`src/rtl/conway_serial_sequencer.sv`:
```
// Host-side job controller for the serial 8x8 Game of Life core: serial load, N steps,
// serial drain, then a parallel result with a done pulse.
module conway_serial_sequencer #(
  parameter int DATA_SIZE = 64,
  parameter int GEN_WIDTH = 16
) (
  input  logic                 clk,
  input  logic                 reset,
  input  logic                 start,
  input  logic                 abort,
  input  logic [DATA_SIZE-1:0] init_grid,
  input  logic [GEN_WIDTH-1:0] gen_count,
  output logic                 busy,
  output logic                 done,
  output logic                 start_err,
  output logic [DATA_SIZE-1:0] result,
  output logic [GEN_WIDTH-1:0] gen_remaining,
  output logic [1:0]           game_mode,
  output logic                 game_data_in,
  input  logic                 game_data_out
);

  localparam int CNT_W = $clog2(DATA_SIZE + 1);
  localparam logic [CNT_W-1:0] LOAD_LAST = CNT_W'(DATA_SIZE);
  localparam logic [CNT_W-1:0] OUT_LAST  = CNT_W'(DATA_SIZE - 1);

  localparam logic [1:0] MODE_LOAD = 2'b00;
  localparam logic [1:0] MODE_RUN  = 2'b01;
  localparam logic [1:0] MODE_OUT  = 2'b10;
  localparam logic [1:0] MODE_STOP = 2'b11;

  typedef enum logic [1:0] {IDLE, LOAD, RUN, OUT} state_t;

  state_t               state, state_nxt;
  logic [CNT_W-1:0]     cnt, cnt_nxt;
  logic [GEN_WIDTH-1:0] gen_lat, gen_lat_nxt;
  logic [GEN_WIDTH-1:0] gen_rem_nxt;
  logic [DATA_SIZE-1:0] load_sh, load_nxt;
  logic [DATA_SIZE-1:0] cap_sh, cap_nxt;
  logic [DATA_SIZE-1:0] result_nxt;
  logic [1:0]           mode_nxt;
  logic                 din_nxt, done_nxt, err_nxt, busy_nxt;

  always_comb begin
    state_nxt   = state;
    cnt_nxt     = cnt;
    gen_lat_nxt = gen_lat;
    gen_rem_nxt = gen_remaining;
    load_nxt    = load_sh;
    cap_nxt     = cap_sh;
    result_nxt  = result;
    din_nxt     = 1'b0;
    done_nxt    = 1'b0;
    err_nxt     = 1'b0;

    case (state)
      IDLE: begin
        if (start && !abort) begin
          if (gen_count == '0) begin
            err_nxt = 1'b1;
          end else begin
            state_nxt   = LOAD;
            load_nxt    = {init_grid[DATA_SIZE-2:0], 1'b0};
            din_nxt     = init_grid[DATA_SIZE-1];
            cnt_nxt     = '0;
            gen_lat_nxt = gen_count;
          end
        end
      end
      LOAD: begin
        // The trailing cycle drives the zero that has been shifted into load_sh: the pad bit.
        if (cnt == LOAD_LAST) begin
          state_nxt   = RUN;
          gen_rem_nxt = gen_lat;
        end else begin
          din_nxt  = load_sh[DATA_SIZE-1];
          load_nxt = {load_sh[DATA_SIZE-2:0], 1'b0};
          cnt_nxt  = cnt + CNT_W'(1);
        end
      end
      RUN: begin
        if (gen_remaining == GEN_WIDTH'(1)) begin
          state_nxt   = OUT;
          gen_rem_nxt = '0;
          cnt_nxt     = '0;
        end else begin
          gen_rem_nxt = gen_remaining - GEN_WIDTH'(1);
        end
      end
      OUT: begin
        cap_nxt = {cap_sh[DATA_SIZE-2:0], game_data_out};
        if (cnt == OUT_LAST) begin
          state_nxt  = IDLE;
          result_nxt = cap_nxt;
          done_nxt   = 1'b1;
        end else begin
          cnt_nxt = cnt + CNT_W'(1);
        end
      end
      default: state_nxt = IDLE;
    endcase

    // Abort wins over every in-flight transition, including the final capture.
    if (abort && state != IDLE) begin
      state_nxt   = IDLE;
      gen_rem_nxt = '0;
      din_nxt     = 1'b0;
      done_nxt    = 1'b0;
      result_nxt  = result;
    end

    mode_nxt = MODE_STOP;
    case (state_nxt)
      LOAD:    mode_nxt = MODE_LOAD;
      RUN:     mode_nxt = MODE_RUN;
      OUT:     mode_nxt = MODE_OUT;
      default: mode_nxt = MODE_STOP;
    endcase
    busy_nxt = (state_nxt != IDLE);
  end

  always_ff @(posedge clk) begin
    if (!reset) begin
      state         <= IDLE;
      cnt           <= '0;
      game_mode     <= MODE_STOP;
      game_data_in  <= 1'b0;
      busy          <= 1'b0;
      done          <= 1'b0;
      start_err     <= 1'b0;
      result        <= '0;
      gen_remaining <= '0;
    end else begin
      state         <= state_nxt;
      cnt           <= cnt_nxt;
      game_mode     <= mode_nxt;
      game_data_in  <= din_nxt;
      busy          <= busy_nxt;
      done          <= done_nxt;
      start_err     <= err_nxt;
      result        <= result_nxt;
      gen_remaining <= gen_rem_nxt;
    end
  end

  always_ff @(posedge clk) begin
    load_sh <= load_nxt;
    cap_sh  <= cap_nxt;
    gen_lat <= gen_lat_nxt;
  end

endmodule

```
`config.mk`:
```
export PLATFORM = sky130hd
export DESIGN_NAME = conway_serial_sequencer
export DESIGN_NICKNAME = d
export VERILOG_FILES = /design/src/rtl/conway_serial_sequencer.sv
export SDC_FILE = /design/constraint.sdc
export NUM_CORES = 1
export LEC_CHECK = 0
export ABC_AREA = 1
export CORE_MARGIN = 4
export CORE_UTILIZATION = 40
export CTS_CLUSTER_SIZE = 30
export DETAILED_ROUTE_END_ITERATION = 16
export PLACE_DENSITY = 0.67
export SKIP_CTS_REPAIR_TIMING = 1
export SYNTH_ARGS = -nofsm -noshare
export SYNTH_HDL_FRONTEND = slang
export SYNTH_SLANG_ARGS = --single-unit
export TNS_END_PERCENT = 1
```
`constraint.sdc`:
```
create_clock -name clk -period 8.5 [get_ports clk]
set_input_delay 0.85 -clock clk [delete_from_list [all_inputs] [get_ports clk]]
set_output_delay 0.85 -clock clk [all_outputs]
set_load 0.03 [all_outputs]
```
; ---- Yosys cells after proc, flatten, opt, wreduce, memory -nomap -nowiden
; Index checks and enable logic that the tools add are counted.
[totals]
regBits = 238
latchBits = 0
mem_bits_rw = 0
rom_bits = 0
out_inout_bits = 86
word_cells = 77
mem_count = 0
[classes]
addsub = 2
mul = 0
n_div = 0
magnitude_cmp = 0
eq_ne = 15
n_shift = 0
n_mux = 27
n_bitwise = 4
reduce_logical = 17
[op_table]
columns = operator, count
row1 = $mux 64, 3
row2 = $pmux 64 s2, 1
row3 = $mux 7, 5
row4 = $mux 16, 2
row5 = $pmux 16 s2, 1
row6 = $pmux 7 s4, 1
row7 = $eq 16x1->1 const B, 1
row8 = $logic_not 16->1, 1
row9 = $sub 16x1->16 const B, 1
row10 = $mux 2, 6
row11 = $ne 2x2->1 const B, 6
row12 = $reduce_and 3->1, 3
row13 = $eq 2x2->1 const B, 4
row14 = $pmux 2 s4, 1
row15 = $reduce_bool 2->1, 4
row16 = $add 7x1->7 const B, 1
row17 = $eq 7x6->1 const B, 1
row18 = $eq 7x7->1 const B, 1
row19 = $pmux 2 s3, 1
row20 = $mux 1, 5
row21 = $reduce_and 5->1, 1
row22 = $eq 2x1->1 const B, 2
row23 = $not 1->1, 4
row24 = $reduce_and 4->1, 1
row25 = other kinds (7), 8

; ---- Longest topological paths before layout
; Gate-level depths: netlist (run 1).
[depth]
word_depth = 7
depth_mapped = 11
ltp_nobuf = 11

; ---- Worst setup path before layout (run 1)
; Ideal clock, no wire load.
[synth_path]
path_type = input to register
start = input port abort
end = register load_sh[10], enable pin
t_arrival_ns = 5.533
required_ns = 7.939
slack_ns = 2.405
stages = 5
n_path_buf = 0
cell_sequence = inv_1 -> nand2_1 -> nand2_1 -> nand2_1 -> nor3_1
[synth_between]
elab_chain_len = 4
[synth_lines]
columns = element, line_no
row1 = "start, declared", 10  ; input logic abort,
row2 = $logic_not 1->1, 58  ; if (start && !abort) begin
row3 = $logic_and 1x1->1, 58
row4 = $ne 2x2->1 (no source line), --
row5 = $reduce_and 4->1 (no source line), --
row6 = "end signal, assigned", 147  ; load_sh <= load_nxt;
row7 = "end, declared", 38  ; logic [DATA_SIZE-1:0] load_sh, load_nxt;
; Every way passes these cells.
; A chain may end at the register's enable or synchronous reset.

; ---- Final worst setup path (run 1)
[layout_path]
start = input port abort
end = register load_sh[60], enable pin
; The elaborated chain is that of the path after synthesis.

==> flow_summary.ini, run 1 <==
[worst_setup_path]
endpoint_kind = register
arrival_ns = 3.17
start_kind = input port
crit_slowest_cell = buf_4
worst_ep_required_time_ns = 8.64
r2r-end = load_sh[60]$_DFFE_PP_
worstReg2RegStart = state[0]$_SDFF_PN0_
cpPeakStageDelay_ns = 0.64
crit_top_cell = nand2_1
worstSetupPathType = input port to register
cp_max_fo = 68
r2r_cells = 7
crit_chain = clkdlybuf4s50_1 -> inv_2 -> buf_4 -> nand2_1 -> nand2_1 -> nand2_1 -> nor3_2 -> buf_4
r2r_slack_ns = 5.68

[power_and_ir_drop]
combinationalPowerShare = 0.091
power.switching_mw = 0.6064
peakVddDrop_mv = 0.1351
switching_share = 0.2293
power_frac_seq = 0.493
intPower_mw = 2.038
p_clk_frac = 0.416
p_leak_nw = 4.347
powerDensity_mw_per_mm2 = 220.4

[sta]
tns_ns = 0
slew_headroom = 0.2989
setup_viol = 0
hold_violations = 0
rsz0062_at_grt = false
drv_slew = 0
worstMarginPinSlew_ns = 1.048
fmax_ghz = 0.3305
fin_skew_ns = 0.02212
period_share = 0.3560
min_period_ns = 3.026

[logic_synthesis]
yosys.area.top_type = edfxtp_1
ys_seq_area_frac = 0.6640
yosysMostFrequentCell = nand2_1
async_flop_share = 0
synthCells = 914
synthFlopType = edfxtp_1
netlist_area_mm2 = 0.009286
syn_avg_cell_area_um2 = 10.16
synth_area_leaders = edfxtp_1 46%, dfxtp_1 20%, nand2_1 12%, a21oi_1 4.7%, nand3_1 4.5%
yosysTopAreaCellShare = 0.4592
ys_types = 31
synth_edf_count = 142
ys_top_cells_by_count = 303 x nand2_1, 142 x edfxtp_1, 95 x dfxtp_1
syn_nets = 1004
ys_seq_elements = 237
synth_warnings = 0

[layout]
multi_input_area_mm2 = 0.002764
area_growth_pct = 29.20
nNetsFinal = 1162
seqCellArea_mm2 = 0.006166
drive_gt1_frac = 0.06599
num_antenna_cells = 0
fin_area_mm2 = 0.01200
post-route-util = 0.5283
fill_cells = 2083

[worst_hold_path]
hp-start = cap_sh[20]$_DFFE_PN_
worstHoldPathType = register to register
whs_path_depth = 0
whs_endpoint = cap_sh[21]$_DFFE_PN_

[clocking]
clockBufferDepth = 3
clock_latency_ns = 0.53
clock-sinks = 237
cts_root_buffer = clkbuf_16
cts_buffers = 25
cts_max_level = 1
clkTransAtPathRegs_ns = 0.06
cts_tree = done

[global_routing]
grt_antenna_before_repair = 1
track_usage = 0.1593
grt_remaining_overflow = 0
grt_pass1_vias = 6555
grt_pass1_wl_um = 34220
grt_max_degree = 75

[die]
num_rows = 55
initial_core_util = 0.4089
io_pins = 171
coreArea_mm2 = 0.02271
fp.dieH_um = 160.4
die_x_um = 160.4
dieArea_mm2 = 0.02572

[routing]
routed_wl_um = 20800
wl_per_cell_um = 15.12
via_per_inst = 4.892
dr.pass1.iters = 4
route.detailed.drc = 0
ant_nets = 0
num_vias = 6732
drtIter0Drc = 363

[place]
io_buffers = 170
placed_area_mm2 = 0.01116
place_congestion = 0.7840
dp_hpwl_um = 13150

[status]
status = completed

[job]
max_cap_viol_count = 0
==> flip-flops by register name, indices dropped and copies added, names as in the netlist <==
signal	flops
busy	1
cap_sh	63
cnt	7
done	1
game_data_in	1
game_mode	2
gen_lat	16
gen_remaining	16
load_sh	63
result	64
start_err	1
state	2
==> worst max-delay path, delay by kind of cell <==
kind          cells  cell delay, ns
simple gates      4            0.53
buf+inv           4            1.67
==> power by group through the flow <==
stage / logic (mW) / clock network [mW] / registers (mW)
3_3_place_gp: 0.239 / 0 / 1.32
6_report: 0.241 / 1.10 / 1.30
4_1_cts: 0.244 / 1.13 / 1.30
5_1_grt: 0.272 / 1.19 / 1.31
3_5_place_dp: 0.243 / 0 / 1.33
2_1_floorplan: 0.144 / 0 / 1.34
==> final cells by class <==
type                    count  share of cell area
multi-input cells         598              0.2304
well taps                 285             0.02972
clock inverters            10             0.01137
repair buffers            177              0.1462
inverters                  33             0.01032
clock buffers              36             0.05809
flip-flops and latches    237              0.5139
==> cell usage in the layout (no fill, tap or decap), types with 4 or more instances in the layout <==
cell / Yosys / routed
a21oi_1: 87 / 87
buf_4: 0 / 7
clkbuf_1: 29 / 8
clkbuf_16: 0 / 25
clkdlybuf4s50_1: 0 / 170
dfxtp_1: 95 / 95
edfxtp_1: 142 / 142
ha_1: 5 / 5
inv_1: 29 / 26
inv_2: 4 / 7
nand2_1: 303 / 303
nand2_2: 4 / 4
nand3_1: 84 / 84
nor2_1: 42 / 42
nor2_2: 6 / 6
nor2_4: 5 / 5
o21ai_0: 32 / 32
xor2_1: 8 / 8
==> per-stage QoR <==
step                hold WS, ns  cells  total power [mW]  setup slack, ns
floorplan                0.4271    914             1.480            2.405
global placement         0.4290   1330             1.564            4.996
detailed placement       0.4352   1330             1.570            4.991
CTS                      0.4480   1376             2.677            5.535
global route             0.4559   1376             2.765            5.317
finish                   0.4479   1376             2.644            5.474
==> layer usage <==
layer  vias up  GRT usage  wire length, µm
met5         -          0               13
met4         2    0.03794              328
met3        27    0.03285             1101
met2       151     0.2563             9700
met1      3163     0.2237             9660
li1       3389          -                -
==> worst max-delay path by stage <==
| stage | start | slack [ns] | cells after the start | end |
|---|---|---|---|---|
| after floorplan | abort | 2.41 | 5 | load_sh[10]$_DFFE_PP_ |
| after global placement | abort | 5.00 | 8 | load_sh[48]$_DFFE_PP_ |
| after detailed placement | abort | 4.99 | 8 | load_sh[47]$_DFFE_PP_ |
| after CTS | abort | 5.54 | 8 | load_sh[60]$_DFFE_PP_ |
| after global routing | abort | 5.32 | 7 | gen_remaining[14]$_SDFFE_PP0P_ |
| final | abort | 5.47 | 8 | load_sh[60]$_DFFE_PP_ |
==> kinds of logic (layout without fill, tap and decap cells) <==
logic type,after synthesis,in the layout,synth area share
AO/OA/AOI/OAI,126,126,0.07087
flip-flops,237,237,0.6640
AND/OR/NAND/NOR,456,456,0.2091
adder cells (fa/ha/maj),5,5,0.006737
buffers and inverters,79,256,0.03894
XOR/XNOR,11,11,0.01038
Note: power is estimated with default switching activity, not from simulation.
==> inputs of run 2 (changes only) <==
--- a/config.mk
+++ b/config.mk
@@ -10,7 +10,7 @@
 export CORE_UTILIZATION = 40
 export CTS_CLUSTER_SIZE = 30
 export DETAILED_ROUTE_END_ITERATION = 16
-export PLACE_DENSITY = 0.67
+export PLACE_DENSITY = 0.69
 export SKIP_CTS_REPAIR_TIMING = 1
 export SYNTH_ARGS = -nofsm -noshare
 export SYNTH_HDL_FRONTEND = slang
==> constraint.sdc (replaced) <==
create_clock -name clk -period 2.7 [get_ports clk]
set_input_delay 0.27 -clock clk [delete_from_list [all_inputs] [get_ports clk]]
set_output_delay 0.27 -clock clk [all_outputs]
set_load 0.03 [all_outputs]
==> run 2 against run 1 <==
  * Total power grew to 3.2 times the previous value
  * Die area stayed put
  * Worst hold slack worse by 0.11 ns
  * Critical path depth is 3 lower
  * Final area is 0.76% higher
==> flow_summary.ini, run 2 (synthesis results as in run 1) <==
[sta]
slew_headroom = 0.3051
tns_ns = 0
rsz0062_at_grt = false
setup_viol = 0
worstMarginPinSlew_ns = 1.038
hold_violations = 0
min_period_ns = 2.035
drv_slew = 0
whs_ns = 0.3393
fmax_ghz = 0.4914
fin_skew_ns = 0.006883
period_share = 0.7537

[routing]
num_vias = 6760
drtIter0Drc = 477
via_per_inst = 4.902
route.detailed.drc = 0
ant_nets = 0
dr.pass1.iters = 4
wl_per_cell_um = 15.18
routed_wl_um = 20940

[clocking]
clockBufferDepth = 3
clock_latency_ns = 0.51
clkTransAtPathRegs_ns = 0.06
cts_buffers = 26
cts_root_buffer = clkbuf_16
clock-sinks = 237
cts_tree = done
cts_max_level = 1

[global_routing]
grt_pass1_vias = 6602
grt_antenna_before_repair = 1
grt_max_degree = 75
track_usage = 0.1593
grt_remaining_overflow = 0
grt_pass1_wl_um = 34470

[worst_hold_path]
worstHoldPathType = input port to register

[worst_setup_path]
arrival_ns = 2.47
endpoint_kind = register
crit_top_cell = nor2_1
worst_ep_required_time_ns = 3.14
worstSetupPathType = register to register
cp.buffers_inverters = 0
path_delay_family = simple AND/OR/NAND/NOR gates
crit_slowest_cell = nor2_1
cpPeakStageDelay_ns = 0.79
cp_max_fo = 17
crit_chain = nor2_1 -> nor2_1 -> nor2_1 -> o21ai_0 -> a21oi_1
start_kind = register

[power_and_ir_drop]
p_leak_nw = 4.376
powerDensity_mw_per_mm2 = 693.6
switching_share = 0.2286
intPower_mw = 6.468
power.switching_mw = 1.917
power_frac_seq = 0.489
combinationalPowerShare = 0.093
p_clk_frac = 0.418
peakVddDrop_mv = 0.5025

[layout]
num_antenna_cells = 0
largest_register = result
nNetsFinal = 1164
largest_register_ffs = 64
area_growth_pct = 30.18
biggestRegsByFlops = result (64), cap_sh (63), load_sh (63)
drive_gt1_frac = 0.07678
layout_commonest_cell = nand2_1
most-common-layout-cells = 302 x nand2_1, 170 x clkdlybuf4s50_1, 142 x edfxtp_1

[job]
max_cap_viol_count = 0

[die]
dieArea_mm2 = 0.02572
die_x_um = 160.4
io_pins = 171
fp.dieH_um = 160.4
initial_core_util = 0.4089
num_rows = 55
coreArea_mm2 = 0.02271

[place]
dp_hpwl_um = 13390
io_buffers = 170
place_congestion = 0.8057

[status]
status = completed
==> run 2: cell type report <==
type                            instances  area, µm²
Clock inverter                         11      107.6
Multi-Input combinational cell        598       2793
Tap cell                              285      356.6
Inverter                               33      123.9
Fill cell                            2023      10620
Clock buffer                           37      753.2
Timing Repair Buffer                  178       1787
Sequential cell                       237       6168
==> run 2: power groups by stage <==
stage	combinational, mW	clock [mW]	sequential [mW]
2_1_floorplan	0.464	0	4.20
3_3_place_gp	0.772	0	4.17
3_5_place_dp	0.787	0	4.18
4_1_cts	0.793	3.61	4.10
5_1_grt	0.884	3.76	4.12
6_report	0.779	3.50	4.10
==> run 2: routing by layer <==
metal  global-route usage  vias to the layer above  share of wire
met5                    0                        -        0.00062
met4              0.02972                        2          0.014
met3              0.03208                       24          0.055
met2               0.2644                      198           0.48
met1               0.2205                     3134           0.45
li1                     -                     3402              -
==> run 2: per-stage QoR <==
| stage | std cells | power (mW) | util | worst slack [ns] | cell area [µm²] |
|---|---|---|---|---|---|
| 2_1_floorplan | 914 | 4.661 | - | -0.09133 | 9323 |
| 3_3_place_gp | 1331 | 4.944 | 0.4944 | 0.5781 | 11230 |
| 3_5_place_dp | 1331 | 4.963 | 0.4944 | 0.5335 | 11230 |
| 4_1_cts | 1379 | 8.503 | 0.5323 | 0.6628 | 12090 |
| 5_1_grt | 1379 | 8.760 | 0.5323 | 0.4671 | 12090 |
| 6_report | 1379 | 8.385 | 0.5323 | 0.6651 | 12090 |
==> run 2: path summary, 6_finish.rpt <==
| check | from | endpoint | slack (ns) | cells after the start |
|---|---|---|---|---|
| setup / recovery | state[1]$_SDFF_PN0_ | gen_remaining[1]$_SDFFE_PP0P_ | 0.67 | 5 |
| hold / removal | reset | game_mode[1]$_SDFF_PN1_ | 0.34 | 2 |
| setup reg to reg | state[1]$_SDFF_PN0_ | gen_remaining[1]$_SDFFE_PP0P_ | 0.67 | 5 |
| hold reg to reg | cap_sh[59]$_DFFE_PN_ | cap_sh[60]$_DFFE_PN_ | 0.44 | 0 |
==> inputs of run 3 (changes only) <==
==> constraint.sdc (replaced) <==
create_clock -name clk -period 1.79 [get_ports clk]
set_input_delay 0.179 -clock clk [delete_from_list [all_inputs] [get_ports clk]]
set_output_delay 0.179 -clock clk [all_outputs]
set_load 0.03 [all_outputs]
==> run 3 against run 2 <==
  * Final area up 5.1%
  * Sequential share of layout area down 2.4 points
  * Register-to-register slack worse by 0.62 ns
  * Count of clock-buffer cells in the layout down 3
  * Worst hold slack worse by 0.12 ns
  * Combinational power up 82%
  * Global-route usage up 0.31 points
  * Fmax up 16%
  * Clock power up 48%
  * Sequential power up 50%
  * Setup slack worse by 0.62 ns
  * Die area unchanged
  * Critical endpoint is now result[17]$_SDFFE_PN0P_
  * Largest cell class unchanged
==> flow_summary.ini, run 3 (synthesis results as in run 1) <==
[status]
status = completed

[worst_setup_path]
worstSetupPathType = register to register
start_kind = register
endpoint_kind = register
cp_max_fo = 64
crit_path_end = result[17]$_SDFFE_PN0P_
arrival_ns = 2.19
worstReg2RegStart = cnt[0]$_SDFFE_PN0P_
worst_ep_required_time_ns = 2.24
r2r-end = result[17]$_SDFFE_PN0P_
worstSetupStartpoint = cnt[0]$_SDFFE_PN0P_
r2r_slack_ns = 0.04
r2r_cells = 8

[die]
num_rows = 55
io_pins = 171
initial_core_util = 0.4089
fp.dieH_um = 160.4
die_x_um = 160.4
dieArea_mm2 = 0.02572
coreArea_mm2 = 0.02271

[worst_hold_path]
worstHoldPathType = input port to register

[sta]
min_period_ns = 1.748
period_share = 0.9763
fin_skew_ns = 0.01055
fmax_ghz = 0.5722
worstMarginPinSlew_ns = 0.3988
whs_ns = 0.2159
tns_ns = 0
fin_ws_ns = 0.04247
setup_viol = 0
slew_headroom = 0.7333
rsz0062_at_grt = true
hold_violations = 0
drv_slew = 0

[clocking]
clockBufferDepth = 3
clock-sinks = 237
cts_buffers = 26
cts_root_buffer = clkbuf_16
cts_max_level = 1
clock_latency_ns = 0.53
clkTransAtPathRegs_ns = 0.06
cts_tree = done

[place]
place_congestion = 0.7883
dp.cells = 1381
place_ws_ns = -0.2665
placed_area_mm2 = 0.01178
dp_hpwl_um = 14190
io_buffers = 170

[routing]
route.detailed.drc = 0
drtIter0Drc = 519
num_vias = 7027
dr.pass1.iters = 5
wl_per_cell_um = 14.91
via_per_inst = 4.917
routed_wl_um = 21310
ant_nets = 0

[layout]
num_antenna_cells = 0
fill_cells = 1985
fin_area_mm2 = 0.01270
biggestRegsByFlops = result (64), cap_sh (63), load_sh (63)
most-common-layout-cells = 302 x nand2_1, 143 x clkdlybuf4s50_1, 142 x edfxtp_1
nNetsFinal = 1214
instances_no_fill = 1429
drive_gt1_frac = 0.1198
largest_register_ffs = 64
largest_register = result
layout_commonest_cell = nand2_1
area_growth_pct = 36.80

[global_routing]
grt_max_degree = 75
top_usage_layer = met2
grt_use_met1 = 0.2215
grt_pass1_wl_um = 34910
met2_usage = 0.2645
track_usage = 0.1624
grt_pass1_vias = 6980
grt_antenna_before_repair = 1
met3_usage = 0.03362
grt_remaining_overflow = 0

[job]
max_cap_viol_count = 0

[power_and_ir_drop]
peakVddDrop_mv = 0.6047
p_leak_nw = 5.166
powerDensity_mw_per_mm2 = 1004
## run 3: area by class of cell
class	instances	area [µm²]	share of cell area
Clock buffer	34	700.7	0.05516
Sequential cell	237	6172	0.4859
Multi-Input combinational cell	598	2811	0.2213
Tap cell	285	356.6	0.02807
Clock inverter	14	133.9	0.01054
Timing Repair Buffer	228	2405	0.1893
Inverter	33	123.9	0.009751
## run 3: where the power goes
group	internal [mW]	switching, mW	total [mW]
Sequential	6.08	0.0834	6.17
Clock	3.05	2.12	5.18
Combinational	0.635	0.780	1.42
Total	9.77	2.99	12.8
## run 3: worst min-delay path by stage
stage                              from                      end  cells after the start
floorplan                         reset  game_mode[1]$_SDFF_PN1_                      1
global placement    cap_sh[0]$_DFFE_PN_      cap_sh[1]$_DFFE_PN_                      0
detailed placement  cap_sh[0]$_DFFE_PN_      cap_sh[1]$_DFFE_PN_                      0
CTS                       init_grid[63]  game_data_in$_SDFF_PP0_                      3
global route               gen_count[0]     gen_lat[0]$_DFFE_PP_                      1
finish                    init_grid[63]  game_data_in$_SDFF_PP0_                      3
## run 3: per-layer routing
metal / wire (µm) / vias to the layer above
met1: 9486 / 3298
met3: 1182 / 34
met2: 10150 / 186
li1: - / 3507
met4: 478 / 2
met5: 12 / -
## run 3: worst max-delay path, stage by stage, from the launching register on
cell and delay [ns]:
dfxtp_4 0.36, ha_2 0.18, nand2_2 0.09, nor2_4 0.11, nand3_2 0.10, nor2_4 0.21
buf_12 0.30, nand3_1 0.11, a21oi_1 0.18
## run 3: metrics by stage
step	utilization	power [mW]
2_1_floorplan	-	7.031
3_3_place_gp	0.5187	7.673
3_5_place_dp	0.5187	7.705
4_1_cts	0.5554	12.91
5_1_grt	0.5594	13.31
6_report	0.5594	12.76
